## src/rtl/uart_pkg.sv

```systemverilog
// uart_pkg: shared definitions for the UART receive path.
//   - 3-bit state encodings ST_IDLE..ST_STOP and the matching FSM enum
//   - CLKS_PER_BIT_DEF: default clk cycles per bit (100 MHz / 115200)
//   - tmr_w(): bit-timer counter width for a given CLKS_PER_BIT
package uart_pkg;

  localparam logic [2:0] ST_IDLE   = 3'd0;
  localparam logic [2:0] ST_START  = 3'd1;
  localparam logic [2:0] ST_DATA   = 3'd2;
  localparam logic [2:0] ST_PARITY = 3'd3;
  localparam logic [2:0] ST_STOP   = 3'd4;

  typedef enum logic [2:0] {
    S_IDLE   = ST_IDLE,
    S_START  = ST_START,
    S_DATA   = ST_DATA,
    S_PARITY = ST_PARITY,
    S_STOP   = ST_STOP
  } uart_st_e;

  localparam int CLKS_PER_BIT_DEF = 868;

  // Counter width able to hold CLKS_PER_BIT-1.
  function automatic int tmr_w(input int cpb);
    return (cpb < 2) ? 1 : $clog2(cpb);
  endfunction

endpackage

```

## src/rtl/uart_rx_nb_if.sv

```systemverilog
// uart_rx_nb_if: CPU-side handshake of the UART receiver.
//   data_out   : last good received word (receiver -> consumer)
//   valid      : data_out holds an unacknowledged word
//   frame_err  : last frame had a bad stop bit
//   parity_err : last frame had a parity mismatch
//   overrun    : a completed frame was dropped while valid was high
//   ack        : consumer acknowledge (consumer -> receiver)
// Modports: master = receiver side, slave = consumer side.
interface uart_rx_nb_if #(
  parameter int n = 8
);
  logic [n-1:0] data_out;
  logic         valid;
  logic         frame_err;
  logic         parity_err;
  logic         overrun;
  logic         ack;

  modport master (
    output data_out, valid, frame_err, parity_err, overrun,
    input  ack
  );

  modport slave (
    input  data_out, valid, frame_err, parity_err, overrun,
    output ack
  );
endinterface

```

## src/rtl/uart_bit_timer.sv

```systemverilog
// uart_bit_timer: free-running bit-period counter for the UART receiver.
// Ports:
//   clk     : system clock
//   clr     : synchronous active-high reset (counter -> 0)
//   restart : hold/force the counter to 0
//   half_tc : counter == CLKS_PER_BIT/2-1 (mid-start-bit point)
//   full_tc : counter == CLKS_PER_BIT-1; counter wraps to 0 on the next edge
module uart_bit_timer
  import uart_pkg::*;
#(
  parameter int CLKS_PER_BIT = CLKS_PER_BIT_DEF
) (
  input  logic clk,
  input  logic clr,
  input  logic restart,
  output logic half_tc,
  output logic full_tc
);

  localparam int W = tmr_w(CLKS_PER_BIT);

  logic [W-1:0] cnt;

  assign half_tc = (cnt == W'(CLKS_PER_BIT / 2 - 1));
  assign full_tc = (cnt == W'(CLKS_PER_BIT - 1));

  always_ff @(posedge clk) begin
    if (clr || restart || full_tc) cnt <= '0;
    else                           cnt <= cnt + W'(1);
  end

endmodule

```

## src/rtl/uart_rx_nb.sv

```systemverilog
// uart_rx_nb: n-bit asynchronous serial receiver (start + n data LSB first
// + [parity] + stop, idle-high line) with valid/ack handshake.
// Ports:
//   clk  : system clock, all logic on posedge
//   clr  : synchronous active-high reset, overrides everything
//   rx   : serial line, asynchronous to clk
//   bus  : uart_rx_nb_if.master (data_out, valid, frame_err, parity_err,
//          overrun out; ack in)
// Build option: define UART_RX_PARITY_EN to add one even-parity bit between
// the data bits and the stop bit; otherwise parity_err is tied to 0.
module uart_rx_nb
  import uart_pkg::*;
#(
  parameter int n            = 8,
  parameter int CLKS_PER_BIT = CLKS_PER_BIT_DEF
) (
  input  logic            clk,
  input  logic            clr,
  input  logic            rx,
  uart_rx_nb_if.master    bus
);

  localparam int IW = $clog2(n);

  // rx_p0/rx_s form the synchronizer; rx_prev is the edge-history flop.
  logic rx_p0, rx_s, rx_prev;
  logic fall;

  uart_st_e      st;
  logic [n-1:0]  shreg;
  logic [IW-1:0] idx;
  logic [n-1:0]  data_r;
  logic          valid_r, ferr_r, ovr_r;
  logic          ack_ok;
  logic          restart, half_tc, full_tc;
  logic          par_bad;
`ifdef UART_RX_PARITY_EN
  logic          perr_r;
`endif

  // ---- stage: input synchronizer / edge detect
  always_ff @(posedge clk) begin
    if (clr) begin
      rx_p0   <= 1'b1;
      rx_s    <= 1'b1;
      rx_prev <= 1'b1;
    end else begin
      rx_p0   <= rx;
      rx_s    <= rx_p0;
      rx_prev <= rx_s;
    end
  end

  assign fall = rx_prev & ~rx_s;

  // Timer sits at 0 while idle so START counts from the edge itself, and
  // restarts at the mid-start point so DATA samples land mid-bit.
  assign restart = (st == S_IDLE) || ((st == S_START) && half_tc);

  uart_bit_timer #(.CLKS_PER_BIT(CLKS_PER_BIT)) u_tmr (
    .clk     (clk),
    .clr     (clr),
    .restart (restart),
    .half_tc (half_tc),
    .full_tc (full_tc)
  );

  assign ack_ok = bus.ack & valid_r;

  // ---- stage: frame FSM, shift register and handshake
  always_ff @(posedge clk) begin
    if (clr) begin
      st      <= S_IDLE;
      shreg   <= '0;
      idx     <= '0;
      data_r  <= '0;
      valid_r <= 1'b0;
      ferr_r  <= 1'b0;
      ovr_r   <= 1'b0;
`ifdef UART_RX_PARITY_EN
      perr_r  <= 1'b0;
      par_bad <= 1'b0;
`endif
    end else begin
      // An accepted ack clears valid and the sticky overrun; a delivery on
      // the same edge below re-asserts valid.
      if (ack_ok) begin
        valid_r <= 1'b0;
        ovr_r   <= 1'b0;
      end

      unique case (st)
        S_IDLE: begin
          if (fall) st <= S_START;
        end

        S_START: begin
          if (half_tc) begin
            idx <= '0;
            // Line back high at mid-start: a glitch, not a frame.
            st  <= rx_s ? S_IDLE : S_DATA;
          end
        end

        S_DATA: begin
          if (full_tc) begin
            shreg <= {rx_s, shreg[n-1:1]};
            idx   <= idx + IW'(1);
            if (idx == IW'(n - 1)) begin
`ifdef UART_RX_PARITY_EN
              st <= S_PARITY;
`else
              st <= S_STOP;
`endif
            end
          end
        end

`ifdef UART_RX_PARITY_EN
        S_PARITY: begin
          if (full_tc) begin
            par_bad <= (^shreg) ^ rx_s;
            st      <= S_STOP;
          end
        end
`endif

        S_STOP: begin
          if (full_tc) begin
            st     <= S_IDLE;
            ferr_r <= ~rx_s;
`ifdef UART_RX_PARITY_EN
            perr_r <= par_bad;
`endif
            if (rx_s && !par_bad) begin
              if (!valid_r || bus.ack) begin
                data_r  <= shreg;
                valid_r <= 1'b1;
              end else begin
                ovr_r   <= 1'b1;
              end
            end
          end
        end

        default: st <= S_IDLE;
      endcase
    end
  end

`ifndef UART_RX_PARITY_EN
  assign par_bad = 1'b0;
`endif

  assign bus.data_out  = data_r;
  assign bus.valid     = valid_r;
  assign bus.frame_err = ferr_r;
  assign bus.overrun   = ovr_r;
`ifdef UART_RX_PARITY_EN
  assign bus.parity_err = perr_r;
`else
  assign bus.parity_err = 1'b0;
`endif

endmodule
```

## src/flat_wrapper.sv

```systemverilog
// flat-port wrapper written by rule: the top's interface ports become plain ports
module uart_rx_nb_flat import uart_pkg::*;
#(
  parameter int n            = 8,
  parameter int CLKS_PER_BIT = CLKS_PER_BIT_DEF
)
  (clk, clr, rx, bus_data_out, bus_valid, bus_frame_err, bus_parity_err, bus_overrun, bus_ack);
  uart_rx_nb_if #(.n(n)) bus_i ();
  input  logic clk;
  input  logic clr;
  input  logic rx;
  output wire logic [$bits(bus_i.data_out)-1:0] bus_data_out;
  output wire logic [$bits(bus_i.valid)-1:0] bus_valid;
  output wire logic [$bits(bus_i.frame_err)-1:0] bus_frame_err;
  output wire logic [$bits(bus_i.parity_err)-1:0] bus_parity_err;
  output wire logic [$bits(bus_i.overrun)-1:0] bus_overrun;
  input wire logic [$bits(bus_i.ack)-1:0] bus_ack;
  assign bus_data_out = bus_i.data_out;
  assign bus_valid = bus_i.valid;
  assign bus_frame_err = bus_i.frame_err;
  assign bus_parity_err = bus_i.parity_err;
  assign bus_overrun = bus_i.overrun;
  assign bus_i.ack = bus_ack;
  uart_rx_nb #(.n(n), .CLKS_PER_BIT(CLKS_PER_BIT)) u_core (.clk(clk), .clr(clr), .rx(rx), .bus(bus_i));
endmodule
```

## config.mk

```make
export PLATFORM = sky130hd
export DESIGN_NAME = uart_rx_nb_flat
export DESIGN_NICKNAME = d
export VERILOG_FILES = /design/src/rtl/uart_pkg.sv /design/src/rtl/uart_rx_nb_if.sv /design/src/rtl/uart_bit_timer.sv /design/src/rtl/uart_rx_nb.sv /design/src/flat_wrapper.sv
export SDC_FILE = /design/constraint.sdc
export NUM_CORES = 1
export LEC_CHECK = 0
export BUFFER_PORTS_ARGS = -buffer_cell sky130_fd_sc_hd__buf_2
export CORE_AREA = 2 2 64 60
export DETAILED_ROUTE_END_ITERATION = 10
export DIE_AREA = 0 0 66 62
export HOLD_SLACK_MARGIN = 0.02
export MAX_ROUTING_LAYER = met4
export PLACE_DENSITY = 0.76
export SETUP_SLACK_MARGIN = 0.02
export SLEW_MARGIN = 5
export SYNTH_ARGS = -nofsm -noshare
export SYNTH_HDL_FRONTEND = slang
export SYNTH_SLANG_ARGS = --single-unit
```

## constraint.sdc

```tcl
create_clock -name clk -period 1.5 [get_ports clk]
set_input_delay 0.15 -clock clk [delete_from_list [all_inputs] [get_ports clk]]
set_output_delay 0.15 -clock clk [all_outputs]
set_load 0.02 [all_outputs]
```

Word-level counts from Yosys, hierarchy flattened
Cells that the tools add are included.
W data, S select, Z words.

storage, ports and cells
  input bits = 4
  register bits after elaboration = 38
  output and inout bits = 12

cells by class
  reduce and logical (&&, ||, !) cells = 13
  $add $sub $neg = 2
  multiplexer cells = 20
  bitwise operators = 3
  eq/ne operators = 11

operators by type and width
  kind                     number
  $mux W3                  7
  $pmux W3 S4              1
  $add A10 B1 Y10 const B  1
  $eq A10 B10 Y1 const B   1
  $eq A10 B9 Y1 const B    1
  $mux W1                  10
  $eq A3 B3 Y1 const B     2
  $ne A2 B1 Y1 const B     3
  $pmux W3 S2              1
  $reduce_and A5 Y1        1
  $logic_or A1 B1 Y1       4
  $ne A2 B2 Y1 const B     2
  $reduce_and A2 Y1        2
  $reduce_and A4 Y1        1
  $add A3 B1 Y3 const B    1
  $eq A3 B1 Y1 const B     1
  $eq A3 B2 Y1 const B     1
  $logic_not A3 Y1         1
  $reduce_and A3 Y1        1
  $and A1 B1 Y1            2
  $mux W2                  1
  $reduce_bool A2 Y1       1
  $logic_and A1 B1 Y1      1
  $logic_not A1 Y1         1
  $not A1 Y1               1

Depth between registers and ports, before layout
  depth in word-level cells = 6
  mapped depth = 6

Modules after synthesis
Synthesis repeated with hierarchy kept, for this count alone.

unflattened totals
  cells, all modules = 180
  area, all modules = 1,660.3 µm²

by module, submodules not included
  module          cells an instance  times used  area an instance (µm²)  seq. area each (µm²)
  uart_rx_nb      126                1           1,184.9                 560.5
  uart_bit_timer  54                 1           475.5                   200.2

Worst setup path after synthesis
No wires, ideal clock.

  path type = register to register
  start point = register u_core.u_tmr.cnt[3]
  end point = register u_core.idx[0]
  data arrival time = 1.516 ns
  setup slack = -0.136 ns
  clock period less this slack = 1.636 ns
  path buffers = 0
  stages on the path, launching flop included = 5
  cell sequence = dfxtp_1 > or3b_4 > nor4b_1 > a32o_2 > mux2_2

on the way
  word-level cells in the longest chain between the ends = 3

RTL lines
  item                                                           line                                        RTL
  start, declared                                                uart_bit_timer.sv:22                        logic [W-1:0] cnt;
  start signal, assigned                                         uart_bit_timer.sv:29                        else cnt <= cnt + W'(1);
  $eq A10 B9 Y1 / $eq A10 B10 Y1 (equally long branches)         uart_bit_timer.sv:24, uart_bit_timer.sv:25
  $ne A2 B1 Y1 (no line) / $ne A2 B2 Y1 (equally long branches)  -
  $reduce_and A3 Y1 (no line) *                                  -
  end signal, assigned                                           uart_rx_nb.sv:108                           idx <= idx + IW'(1);
  end, declared                                                  uart_rx_nb.sv:31                            logic [IW-1:0] idx;

Every way passes the cells marked *; elsewhere a longest branch is shown, timed or not.
A chain may end at the register's enable or synchronous reset.

Worst setup path after layout
  start point = register u_core.u_tmr.cnt[2]
  end point = register u_core.shreg[1]

on the way
  word-level cells in the longest chain between the ends = 2

RTL lines
  item                         line                  RTL
  $eq A10 B10 Y1               uart_bit_timer.sv:25  assign full_tc = (cnt == W'(CLKS_PER_BIT - 1));
  $reduce_and A2 Y1 (no line)  -
  end signal, assigned         uart_rx_nb.sv:107     shreg <= {rx_s, shreg[n-1:1]};
  end, declared                uart_rx_nb.sv:30      logic [n-1:0] shreg;

Every way passes these cells.

==> flow_metrics.py <==
metrics = {
    "finish": {
        "fill_cells": 286,
        "final_area_sq_um": 2250,
        "layout.nets": 234,
        "area_growth_pct": 36.0,
        "antenna_cells": 0,
        "final_util_pct": 63.9,
        "drive_gt1_share_pct": 40.7,
    },
    "power": {
        "ir_drop_mv": 0.569,
        "leakagePower_nw": 0.860,
        "power.total_mw": 1.72,
        "power_density_nw_per_um2": 765,
    },
    "setup_path": {
        "critPathRequiredTime_ns": 1.68,
        "endpoint_kind": "flop",
        "start_kind": "flop",
        "arrival_ns": 1.83,
        "cp_max_fo": 4,
        "critical_path_class": "reg2reg",
        "reg2reg_depth": 5,
    },
    "die": {
        "fp-row-count": 21,
        "core_sq_um": 3520,
        "die_y_um": 62,
        "initial_core_util_pct": 47.0,
        "fp.dieW_um": 66,
        "die_area_sq_um": 4090,
        "io_pins": 16,
    },
    "synthesis": {
        "yosysWarnings": 0,
        "synth.distinct_cells": 42,
        "synth-async-reset-ratio_pct": 0,
        "synth-xor-area-share_pct": 4.24,
        "synth_flop_cell": "dfxtp_1",
        "syn_inst": 177,
        "synth_seq_area_share_pct": 46.0,
        "synth_seq_cells": 38,
        "netlist_area_sq_um": 1650,
        "yosys.area_share.simple_pct": 25.9,
        "avgSynthCellArea_sq_um": 9.35,
        "synth_compound_area_share_pct": 10.1,
        "synth_top_family_by_area": "simple AND/OR/NAND/NOR gates",
        "synthAdderAreaFrac_pct": 3.03,
        "synth_edf_count": 0,
        "synth_mux_area_share_pct": 6.73,
        "syn_nets": 185,
    },
    "clock_tree": {
        "clock_tree.htree_level_count": 2,
        "cts_tree": "built",
        "clk_pin_slew_ns": 0.07,
        "cts_buffers": 5,
        "clock-root-buffer": "clkbuf_8",
        "clock_sinks": 38,
        "clk_latency_ns": 0.29,
        "cts_hold_buf": 0,
        "clk_path_buf_depth": 2,
    },
    "global_routing": {
        "grt_overflow_total": 0,
        "grt_pass1_vias": 1248,
        "track_usage_pct": 19.5,
        "grt_first_pass_wirelength_um": 5710,
        "grt_max_degree": 22,
        "antenna_found_initial": 0,
    },
    "timing": {
        "slew_violations": 0,
        "clock_skew_ns": 0.00489,
        "final_hold_viol_count": 0,
        "fin_crit_sh_pct": 110,
        "min_period_ns": 1.65,
        "fmax_mhz": 606,
        "finalSetupViolCount": 30,
        "setup_ws_ns": -0.151,
        "rsz0062_at_grt": "true",
        "finalSetupTns_ns": -1.79,
    },
    "status": {
        "outcome": "complete, but fails checks",
        "violations": "setup timing",
    },
    "routing": {
        "vias": 1427,
        "drc": 0,
        "avgRoutedWirePerCell_um": 13.6,
        "detail-route-antenna-nets": 0,
        "firstDrtPassIters": 4,
        "drtIter0Drc": 74,
        "totalWireLength_um": 3700,
        "vias_per_cell": 5.25,
    },
    "place": {
        "portBuffers": 14,
        "dp_hpwl_um": 2450,
        "post_dp_cell_area_sq_um": 1990,
        "gp_congestion": 0.847,
    },
    "job": {
        "maxCapViolCount": 0,
    },
    "hold_path": {
        "holdPathStages": 2,
        "hp-class": "in2reg",
    },
}
## through the flow
stage | hold WS (ns) | std cells | worst slack, ns
final | 0.0434 | 272 | -0.151
after global routing | 0.0347 | 272 | -0.197
after CTS | 0.0380 | 268 | -0.116
after detailed placement | 0.340 | 259 | -0.0984
after global placement | 0.337 | 259 | -0.0731
after floorplan | 0.246 | 177 | -0.102
## layer usage
layer	GRT usage [%]	up-vias	wire, um
met5	-	-	0
met4	7.00	0	50
met3	4.86	5	124
met2	32.3	21	1840
met1	23.4	679	1690
li1	-	722	-
## synth_stat cells (3+ instances only)
cell type  count  area [sq um]
nor2_1        22          82.6
nand3_1       13          65.1
xor2_1         4          35.0
nand2_1        3          11.3
ha_1           4          50.1
or2_2          3          18.8
nor3b_1        4          30.0
clkbuf_1       4          15.0
mux2i_1       10           100
o21ai_0        9          45.0
dfxtp_1       38           761
nand4_1        3          18.8
buf_4          3          22.5
a21oi_1       12          60.1
xnor2_1        4          35.0
nor3_1         8          40.0
nand2b_1       4          25.0
## cells by family after synthesis
logic type	after synthesis
other	1
buffers and inverters	11
AO/OA/AOI/OAI	28
flip-flops	38
adder cells (fa/ha/maj)	4
multiplexers	11
XOR/XNOR	8
AND/OR/NAND/NOR	76
## where the power goes
part | switching (mW) | leakage [nW] | total, mW | internal (mW)
Sequential | 0.00399 | 0.310 | 1.02 | 1.01
Clock | 0.340 | 0.0438 | 0.652 | 0.312
Combinational | 0.0290 | 0.506 | 0.0530 | 0.0240
## cell usage in the layout, fill, tap and decap left out, drive strengths merged, types with 2 or more instances in the layout
cell type	count
nand2	3
clkinv	2
clkbuf	5
xor2	4
nor4bb	2
nand2b	4
xnor2	4
nor3	8
nor2b	2
buf	52
nand3b	2
ha	4
nor2	22
mux2i	10
or2	3
nor4	2
dfxtp	38
nand4	3
or3b	2
a21oi	12
nand3	13
o21ai	9
nor3b	4
## final cells by class
class / count / area (sq um) / share of cell area [%]
multi-input combinational: 128 / 966 / 42.9
sequential: 38 / 773 / 34.4
timing repair buffer: 52 / 370 / 16.5
clock buffer: 5 / 68.8 / 3.06
tap: 46 / 57.6 / 2.56
clock inverter: 2 / 10.0 / 0.445
inverter: 1 / 3.75 / 0.167
## registers in the layout, indices dropped and copies added, names as in the netlist
signal / cells
u_core.u_tmr.cnt: 10
u_core.bus.data_out: 8
u_core.shreg: 8
u_core.idx: 3
u_core.st: 3
u_core.bus.frame_err: 1
u_core.bus.overrun: 1
u_core.bus.valid: 1
u_core.rx_p0: 1
u_core.rx_prev: 1
u_core.rx_s: 1
## worst max-delay path, cell delays in order (launching register included)
cell	delay, ns
dfxtp_2	0.32
or3b_4	0.42
nor4_4	0.34
buf_4	0.21
mux2i_1	0.19
nor2_1	0.05
## repair_timing
| item | CTS | global route |
|---|---|---|
| setup endpoints to repair | 32 | 33 |
| cloned | 1 | 1 |
| gates resized for setup | 18 | 15 |
| buffers inserted | 1 | 3 |
| pin swaps | 10 | 6 |
## path summary, 6_finish.rpt
kind / start / end / slack, ns
setup / recovery: u_core.u_tmr.cnt[2]$_SDFF_PP0_ / u_core.shreg[1]$_SDFFE_PP0P_ / -0.15
hold / removal: rx / u_core.rx_p0$_SDFF_PP1_ / 0.04
setup reg to reg: u_core.u_tmr.cnt[2]$_SDFF_PP0_ / u_core.shreg[1]$_SDFFE_PP0P_ / -0.15
hold reg to reg: u_core.rx_p0$_SDFF_PP1_ / u_core.rx_s$_SDFF_PP1_ / 0.42
No activity file was read; power rests on OpenSTA's default activity.
